==> src/rtl/req_upload_arbiter.sv <==
// Packet-level round-robin arbiter that shares the request FIFO between the mem,
// icache and dcache upload engines; one packet owns the FIFO from head to tail.
module req_upload_arbiter #(
    parameter int FLIT_W        = 16,
    parameter int MAX_PKT_FLITS = 11,
    parameter int PKT_CNT_W     = 8
) (
    input  logic                  clk,
    input  logic                  rst,
    input  logic [2:0]            v_flit_in,
    input  logic [3*FLIT_W-1:0]   flit_in,
    input  logic [5:0]            ctrl_in,
    output logic [2:0]            rdy_out,
    input  logic                  req_fifo_rdy_in,
    output logic                  v_flit_out,
    output logic [FLIT_W-1:0]     flit_out,
    output logic [1:0]            ctrl_out,
    output logic [2:0]            grant_out,
    output logic                  fsm_state,
    output logic                  err_proto,
    output logic [PKT_CNT_W-1:0]  pkt_cnt
);
    localparam logic [1:0]           CTRL_HEAD = 2'b01;
    localparam logic [1:0]           CTRL_BODY = 2'b10;
    localparam logic [1:0]           CTRL_TAIL = 2'b11;
    localparam logic [3:0]           CNT_MAX   = 4'(MAX_PKT_FLITS);
    localparam logic [PKT_CNT_W-1:0] PKT_ONE   = PKT_CNT_W'(1);

    typedef enum logic {IDLE = 1'b0, LOCKED = 1'b1} state_t;

    state_t               r_state;
    state_t               w_nextState;
    logic [1:0]           r_rrPtr;
    logic [1:0]           r_owner;
    logic [3:0]           r_flitCnt;
    logic                 r_errProto;
    logic [PKT_CNT_W-1:0] r_pktCnt;

    logic [2:0] w_eligible;
    logic [3:0] w_eligible4;
    logic [2:0] w_badIdle;
    logic       w_idleSelValid;
    logic [1:0] w_idleSel;
    logic       w_selValid;
    logic [1:0] w_sel;
    logic       w_xfer;
    logic [3:0] w_flitCntInc;

    function automatic logic [1:0] incMod3(input logic [1:0] p);
        return (p == 2'd2) ? 2'd0 : p + 2'd1;
    endfunction

    // ctrl bit 0 separates packet openers (01, 11) from body/none (10, 00).
    always_comb begin
        w_eligible = '0;
        w_badIdle  = '0;
        for (int i = 0; i < 3; i++) begin
            w_eligible[i] = v_flit_in[i] & ctrl_in[2*i];
            w_badIdle[i]  = v_flit_in[i] & ~ctrl_in[2*i];
        end
    end

    assign w_eligible4 = {1'b0, w_eligible};

    always_comb begin : rr_scan
        logic [1:0] idx;
        w_idleSelValid = 1'b0;
        w_idleSel      = 2'd0;
        idx            = r_rrPtr;
        for (int k = 0; k < 3; k++) begin
            if (!w_idleSelValid && w_eligible4[idx]) begin
                w_idleSelValid = 1'b1;
                w_idleSel      = idx;
            end
            idx = incMod3(idx);
        end
    end

    always_comb begin
        if (r_state == LOCKED) begin
            w_selValid = 1'b1;
            w_sel      = r_owner;
        end else begin
            w_selValid = w_idleSelValid;
            w_sel      = w_idleSel;
        end
    end

    always_ff @(posedge clk) begin
        if (rst) begin
            r_state <= IDLE;
        end else begin
            r_state <= w_nextState;
        end
    end

    always_comb begin
        w_nextState = r_state;
        case (r_state)
            IDLE:    if (w_xfer && ctrl_out == CTRL_HEAD) w_nextState = LOCKED;
            LOCKED:  if (w_xfer && ctrl_out == CTRL_TAIL) w_nextState = IDLE;
            default: w_nextState = IDLE;
        endcase
    end

    // Zero-latency mux: the selected requester sees the FIFO ready, everyone else is stalled.
    always_comb begin
        flit_out   = '0;
        ctrl_out   = 2'b00;
        v_flit_out = 1'b0;
        rdy_out    = '0;
        grant_out  = '0;
        fsm_state  = r_state;
        if (w_selValid) begin
            case (w_sel)
                2'd0: begin
                    flit_out     = flit_in[0 +: FLIT_W];
                    ctrl_out     = ctrl_in[1:0];
                    v_flit_out   = v_flit_in[0];
                    rdy_out[0]   = req_fifo_rdy_in;
                    grant_out[0] = 1'b1;
                end
                2'd1: begin
                    flit_out     = flit_in[FLIT_W +: FLIT_W];
                    ctrl_out     = ctrl_in[3:2];
                    v_flit_out   = v_flit_in[1];
                    rdy_out[1]   = req_fifo_rdy_in;
                    grant_out[1] = 1'b1;
                end
                default: begin
                    flit_out     = flit_in[2*FLIT_W +: FLIT_W];
                    ctrl_out     = ctrl_in[5:4];
                    v_flit_out   = v_flit_in[2];
                    rdy_out[2]   = req_fifo_rdy_in;
                    grant_out[2] = 1'b1;
                end
            endcase
        end
    end

    assign w_xfer       = v_flit_out & req_fifo_rdy_in;
    assign w_flitCntInc = (r_flitCnt == 4'hF) ? 4'hF : r_flitCnt + 4'd1;

    // Over-long packets keep their lock; only the error flag records the violation.
    always_ff @(posedge clk) begin
        if (rst) begin
            r_rrPtr    <= 2'd0;
            r_owner    <= 2'd0;
            r_flitCnt  <= 4'd0;
            r_errProto <= 1'b0;
            r_pktCnt   <= '0;
        end else if (r_state == IDLE) begin
            if (|w_badIdle) begin
                r_errProto <= 1'b1;
            end
            if (w_xfer) begin
                if (ctrl_out == CTRL_HEAD) begin
                    r_owner   <= w_sel;
                    r_flitCnt <= 4'd1;
                end else begin
                    r_rrPtr  <= incMod3(w_sel);
                    r_pktCnt <= r_pktCnt + PKT_ONE;
                end
            end
        end else if (w_xfer) begin
            if (w_flitCntInc > CNT_MAX) begin
                r_errProto <= 1'b1;
            end
            if (ctrl_out == CTRL_TAIL) begin
                r_rrPtr   <= incMod3(r_owner);
                r_pktCnt  <= r_pktCnt + PKT_ONE;
                r_flitCnt <= 4'd0;
            end else begin
                r_flitCnt <= w_flitCntInc;
                if (ctrl_out != CTRL_BODY) begin
                    r_errProto <= 1'b1;
                end
            end
        end
    end

    assign err_proto = r_errProto;
    assign pkt_cnt   = r_pktCnt;

endmodule

==> config.mk <==
export PLATFORM = sky130hd
export DESIGN_NAME = req_upload_arbiter
export DESIGN_NICKNAME = d
export VERILOG_FILES = /design/src/rtl/req_upload_arbiter.sv
export SDC_FILE = /design/constraint.sdc
export NUM_CORES = 1
export LEC_CHECK = 0
export ABC_CLOCK_PERIOD_IN_PS = 4800
export BUFFER_PORTS_ARGS = -buffer_cell sky130_fd_sc_hd__buf_4
export CORE_MARGIN = 8
export CORE_UTILIZATION = 40
export DETAILED_ROUTE_END_ITERATION = 8
export PLACE_DENSITY = 0.77
export RECOVER_POWER = 25
export SETUP_SLACK_MARGIN = 0.1
export SYNTH_ARGS = -nofsm -noshare
export SYNTH_HDL_FRONTEND = slang
export SYNTH_SLANG_ARGS = --single-unit
==> constraint.sdc <==
create_clock -name clk -period 4.8 [get_ports clk]
set_input_delay 0 -clock clk [delete_from_list [all_inputs] [get_ports clk]]
set_output_delay 0 -clock clk [all_outputs]
set_load 0.02 [all_outputs]
; After elaboration in Yosys (flattened, before gate mapping)
; Cells that the tools add are included.
[classes]
n_mux = 57
eq_ne = 12
n_lt_le_gt_ge = 4
bitwise_logic = 11
reduce_logical = 15
addsub = 6
[op_table]
columns = cell, n
row1 = 2-to-1 mux 8 bit, 5
row2 = one-hot mux 16 bit (2 select lines), 1
row3 = 2-to-1 mux 2 bit, 14
row4 = 2-to-1 mux 4 bit, 6
row5 = 2-to-1 mux 1 bit, 22
row6 = 2-to-1 mux 16 bit, 1
row7 = "== test 2 bit, second input constant", 5
row8 = "< comparator 2 x 3 -> 1 bit, second input constant", 3
row9 = "adder 2 x 1 -> 2 bit, second input constant", 4
row10 = "adder 8 x 1 -> 8 bit, second input constant", 1
row11 = AND 1 bit, 7
row12 = binary-select mux 1 bit (select 2 bit), 3
row13 = 2-to-1 mux 3 bit, 2
row14 = AND reduction 3 bit, 2
row15 = "adder 4 x 1 -> 4 bit, second input constant", 1
row16 = "== test 2 x 1 -> 1 bit, second input constant", 2
row17 = "== test 4 bit, second input constant", 1
row18 = "> comparator 4 bit, second input constant", 1
row19 = logical AND 1 bit, 4
row20 = "!= test 2 x 1 -> 1 bit, second input constant", 2
row21 = "!= test 2 bit, second input constant", 2
row22 = inverter 1 bit, 4
row23 = one-hot mux 1 bit (2 select lines), 2
row24 = one-hot mux 2 bit (2 select lines), 1
row25 = 6 further kinds, 9
[word_totals]
reg_bits = 18
input_bits = 60
out_inout_bits = 35
wordCells = 111

; Depth between registers and ports, before layout
[logic_depth]
ltp_word = 19
depth_mapped = 11

; Worst setup path before layout
; Ideal clock, no wire load.
[synth_timing]
path_kind = reg-to-reg
startpoint = register r_state, in the netlist fsm_state
endpoint = register r_pktCnt[5], in the netlist pkt_cnt[5]
period_less_slack_ns = 2.541
path_stages_with_launch = 9
slack_ns = 2.259
arrival_time_ns = 2.420
path_cell_list = dfxtp_1 > buf_2 > nand2_1 > a21boi_2 > o211ai_2 > or4b_4 > buf_6 > nor4_1 > mux2_2
[synth_between]
elab_chain_len = 7
word_cells_on_any_way = 15
classes_between = eq/ne: 5 / mux: 7 / bitwise: 1 / reduce/logical: 2
[synth_lines]
columns = item, line
row1 = "start, declared", 31  ; state_t r_state;
row2 = "start signal, assigned", 93  ; r_state <= w_nextState;
row3 = 2-to-1 mux 2 bit, 80  ; if (r_state == LOCKED) begin
row4 = == test 2 x 1 -> 1 bit or logical NOT 2 bit (tied branches), 115  ; case (w_sel)
row5 = one-hot mux 2 bit (2 select lines), 115
row6 = 2-to-1 mux 2 bit, 114  ; if (w_selValid) begin
row7 = == test 2 bit or == test 2 x 1 -> 1 bit (tied branches), "169, 157"
row8 = != test 2 x 1 -> 1 bit (no source line) or != test 2 bit (tied branches), -
row9 = AND reduction 3 bit (no source line), -
row10 = "end signal, assigned", 162  ; r_pktCnt <= r_pktCnt + PKT_ONE;
row11 = "end signal, assigned", 171  ; r_pktCnt <= r_pktCnt + PKT_ONE;
row12 = "end, declared", 37  ; logic [PKT_CNT_W-1:0] r_pktCnt;
; Several ways; a longest one is shown, not always the timed one.
; A chain may end at the register's enable or synchronous reset.

; Worst setup path after layout
[layout_timing]
startpoint = register r_state, in the netlist fsm_state
endpoint = register r_flitCnt[0]
[layout_between]
elab_chain_len = 8
word_cells_on_any_way = 16
classes_between = eq/ne: 3 / mux: 9 / bitwise: 1 / reduce/logical: 3
[layout_lines]
columns = item, line
row1 = 2-to-1 mux 2 bit, 80
row2 = == test 2 x 1 -> 1 bit or logical NOT 2 bit (tied branches), 115
row3 = one-hot mux 2 bit (2 select lines), 115
row4 = 2-to-1 mux 2 bit, 114
row5 = == test 2 bit, 169  ; if (ctrl_out == CTRL_TAIL) begin
row6 = 2-to-1 mux 4 bit, 169
row7 = 2-to-1 mux 4 bit, 165  ; end else if (w_xfer) begin
row8 = 2-to-1 mux 4 bit, 152  ; end else if (r_state == IDLE) begin
row9 = "end signal, assigned", 174  ; r_flitCnt <= w_flitCntInc;
row10 = "end, declared", 35  ; logic [3:0] r_flitCnt;
; Several ways; a longest one is shown, not always the timed one. The select of a mux whose other input is x is not followed.

==> results by group <==
Run status
  • Status: finished, final reports clean

Global routing
  • Grt ovf: 0
  • GRT met1 Usage: 0.215
  • Largest net degree at the start of global routing: 25
  • First-pass GRT wire length: 9010 um
  • Initial antenna violation count: 0
  • Met2 Use GR: 0.302
  • Met3 Track Usage GR: 0.0392
  • Vias in the first global route: 1848
  • GRT Util Overall: 0.177
  • Busiest grt layer: met2

Detailed routing
  • Routed via count: 1889
  • DRT antenna net count: 0
  • Final WL: 5570 um
  • Iteration-0 DRC Markers: 138
  • DR WL/cell: 16.3 um
  • DR pass1 iterations: 4
  • Vias per Instance: 5.52
  • Residual DRC: 0

CTS
  • H-tree levels: 1
  • Clk pin slew, worst setup/hold paths: 0.07 ns
  • Root Driver: clkbuf_8
  • TritonCTS sink count: 18
  • Post-CTS Resized: 0
  • Worst-skew pair later-pin latency: 0.26 ns
  • CTS Hold Bufs: 0
  • CTS tree: built
  • TritonCTS Buffers: 3
  • CTS max path bufs: 2
  • Total setup buffers inserted after CTS: 0

Floorplanning
  • Die W: 77.6 um
  • Num ports: 95
  • Site row count: 22
  • Core area: 0.00366 mm2
  • Die area: 0.00602 mm2
  • Die height: 77.6 um
  • Initial core utilization: 0.415

Run
  • Max cap viols: 0

Final layout
  • Fraction of layout cells with a size suffix above 1: 0.327
  • Post-synthesis to final-layout area growth: 46.9%
  • Most common cell after layout, fill and taps aside: buf_4
  • Fin area: 0.00223 mm2
  • NumNets Final: 357
  • Diodes inserted: 0
  • Commonest non-fill, non-tap cells in the layout: buf_4 (84), nand2_1 (30), o21ai_0 (23), a21oi_1 (21), dfxtp_1 (18)
  • Core Util, Final: 0.609

Setup path
  • Worst setup EP type: flop
  • Crit-path max FO: 24
  • Arr. time, crit path: 3.67 ns
  • Reg2reg setup slack: 1.28 ns
  • Capture point of the critical path: r_flitCnt[0]
  • Setup crit start: fsm_state
  • Worst setup SP type: flop
  • CP required: 4.96 ns
  • Reg-to-Reg End: r_flitCnt[0]
  • R2R Path Start: fsm_state
  • Worst Reg-to-Reg Cells: 6
  • Crit Path Category: flop to flop

Yosys
  • Asr flop ratio synth: 0
  • Most common flop cell mapped by yosys: dfxtp_1
  • EDFF count, synth: 0
  • Syn_area_per_cell: 7.23 um2
  • Mapped Cells: 210
  • Seq/Total Area, Yosys: 0.237
  • Synth unique cells: 45
  • Synth Register Bits: 18
  • Mapped Area: 0.00152 mm2
  • Synth warn: 0
  • Syn nets: 272

STA
  • Crit path time final: 3.52 ns
  • # setup viols final: 0
  • Total Negative Setup Slacks: 0 ns
  • Worst rel slew slack: 0.275
  • Final Slew Violations: 0
  • Final WS setup: 1.28 ns
  • Fmax: 0.284 GHz
  • Worst-Margin Slew: 1.08 ns
  • Worst Clk Skew: 0.00511 ns
  • RSZ-0062 raised after global routing: false
  • Period Utilization, post-route: 0.732
  • Fin. Hold Viols: 0

Placed design
  • Post-DP HPWL: 4390 um
  • PortBufs: 94
  • Pre-CTS setup slack: 1.77 ns
  • Area post-placement: 0.00222 mm2
  • Routability-driven placement congestion ratio: 0.837

Min path
  • Worst hold path type: input port to flop

Power
  • Pleak: 0.973 nW
  • Worst vdd ir: 0.128 mV
  • PD cells: 209 mW/mm2
==> worst max-delay path: stages, from the launching register on <==
cell	delay, ns
dfxtp_1	0.69
o31a_4	0.30
clkinvlp_2	0.70
a211oi_1	0.60
or2_1	0.61
nor2_1	0.19
o221a_2	0.31
==> cell usage after synthesis, types with 2 or more instances <==
cell type   n  area share
a211oi_1    4       0.020
a21oi_1    21       0.069
a22oi_1     2      0.0099
a41oi_1     2       0.012
and2_1      2      0.0082
and3_1      4       0.016
buf_1       3      0.0074
buf_2       3      0.0099
clkbuf_1    7       0.017
dfxtp_1    18        0.24
ha_1        2       0.016
inv_1       7       0.017
mux2i_1    13       0.086
nand2_1    30       0.074
nand3_1    10       0.033
nand3b_1    2      0.0099
nand4b_1    2       0.012
nor2_1     13       0.032
nor3_1      2      0.0066
nor4_1      3       0.012
o2111ai_1   3       0.017
o21ai_0    22       0.073
o31ai_1     6       0.030
or3_1       2      0.0082
or4_1       7       0.035
==> layer usage <==
metal	wire [um]	share of wire	vias up
li1	-	-	956
met1	2230	0.40	862
met2	2890	0.52	64
met3	370	0.066	7
met4	77	0.014	0
met5	0	0	-
==> kinds of logic after synthesis <==
family                   share of synthesized area
AO/OA/AOI/OAI                                0.306
adder cells (fa/ha/maj)                     0.0165
flip-flops                                   0.237
AND/OR/NAND/NOR                              0.282
multiplexers                                0.0932
buffers and inverters                       0.0651
==> flip-flops by register name, summed over array words and instances (netlist names) <==
name,flops
r_flitCnt,4
fsm_state,1
r_owner,2
r_rrPtr,2
err_proto,1
pkt_cnt,8
==> worst min path at each step <==
stage / cells past startpoint / endpoint / startpoint / slack [ns]
2_1_floorplan: 1 / rdy_out[0] / req_fifo_rdy_in / 0.18
3_3_place_gp: 4 / flit_out[0] / flit_in[32] / 0.31
3_5_place_dp: 4 / flit_out[14] / flit_in[46] / 0.31
4_1_cts: 2 / pkt_cnt[3] / rst / 0.05
5_1_grt: 2 / pkt_cnt[2] / rst / 0.06
6_report: 2 / pkt_cnt[2] / rst / 0.05
==> layout make-up <==
type	instances	area, um2
tap	48	60.1
inverter	8	31.3
timing repair buffer	94	668
fill	356	1430
sequential	18	360
multi-input combinational	170	1050
clock buffer	4	55.1
==> per-stage QoR <==
stage               std cells  hold slack, ns  total power (W)
CTS                       342          0.0529         0.000471
global placement          338           0.307         0.000342
finish                    342          0.0517         0.000466
global route              342          0.0602         0.000489
floorplan                 210           0.183         0.000256
detailed placement        338           0.310         0.000343
==> power breakdown <==
part           switching, W  internal, W
Clock             0.0000545    0.0000730
Combinational      0.000100    0.0000831
Sequential       0.00000305     0.000152
Note: power is estimated with default switching activity, not from simulation.
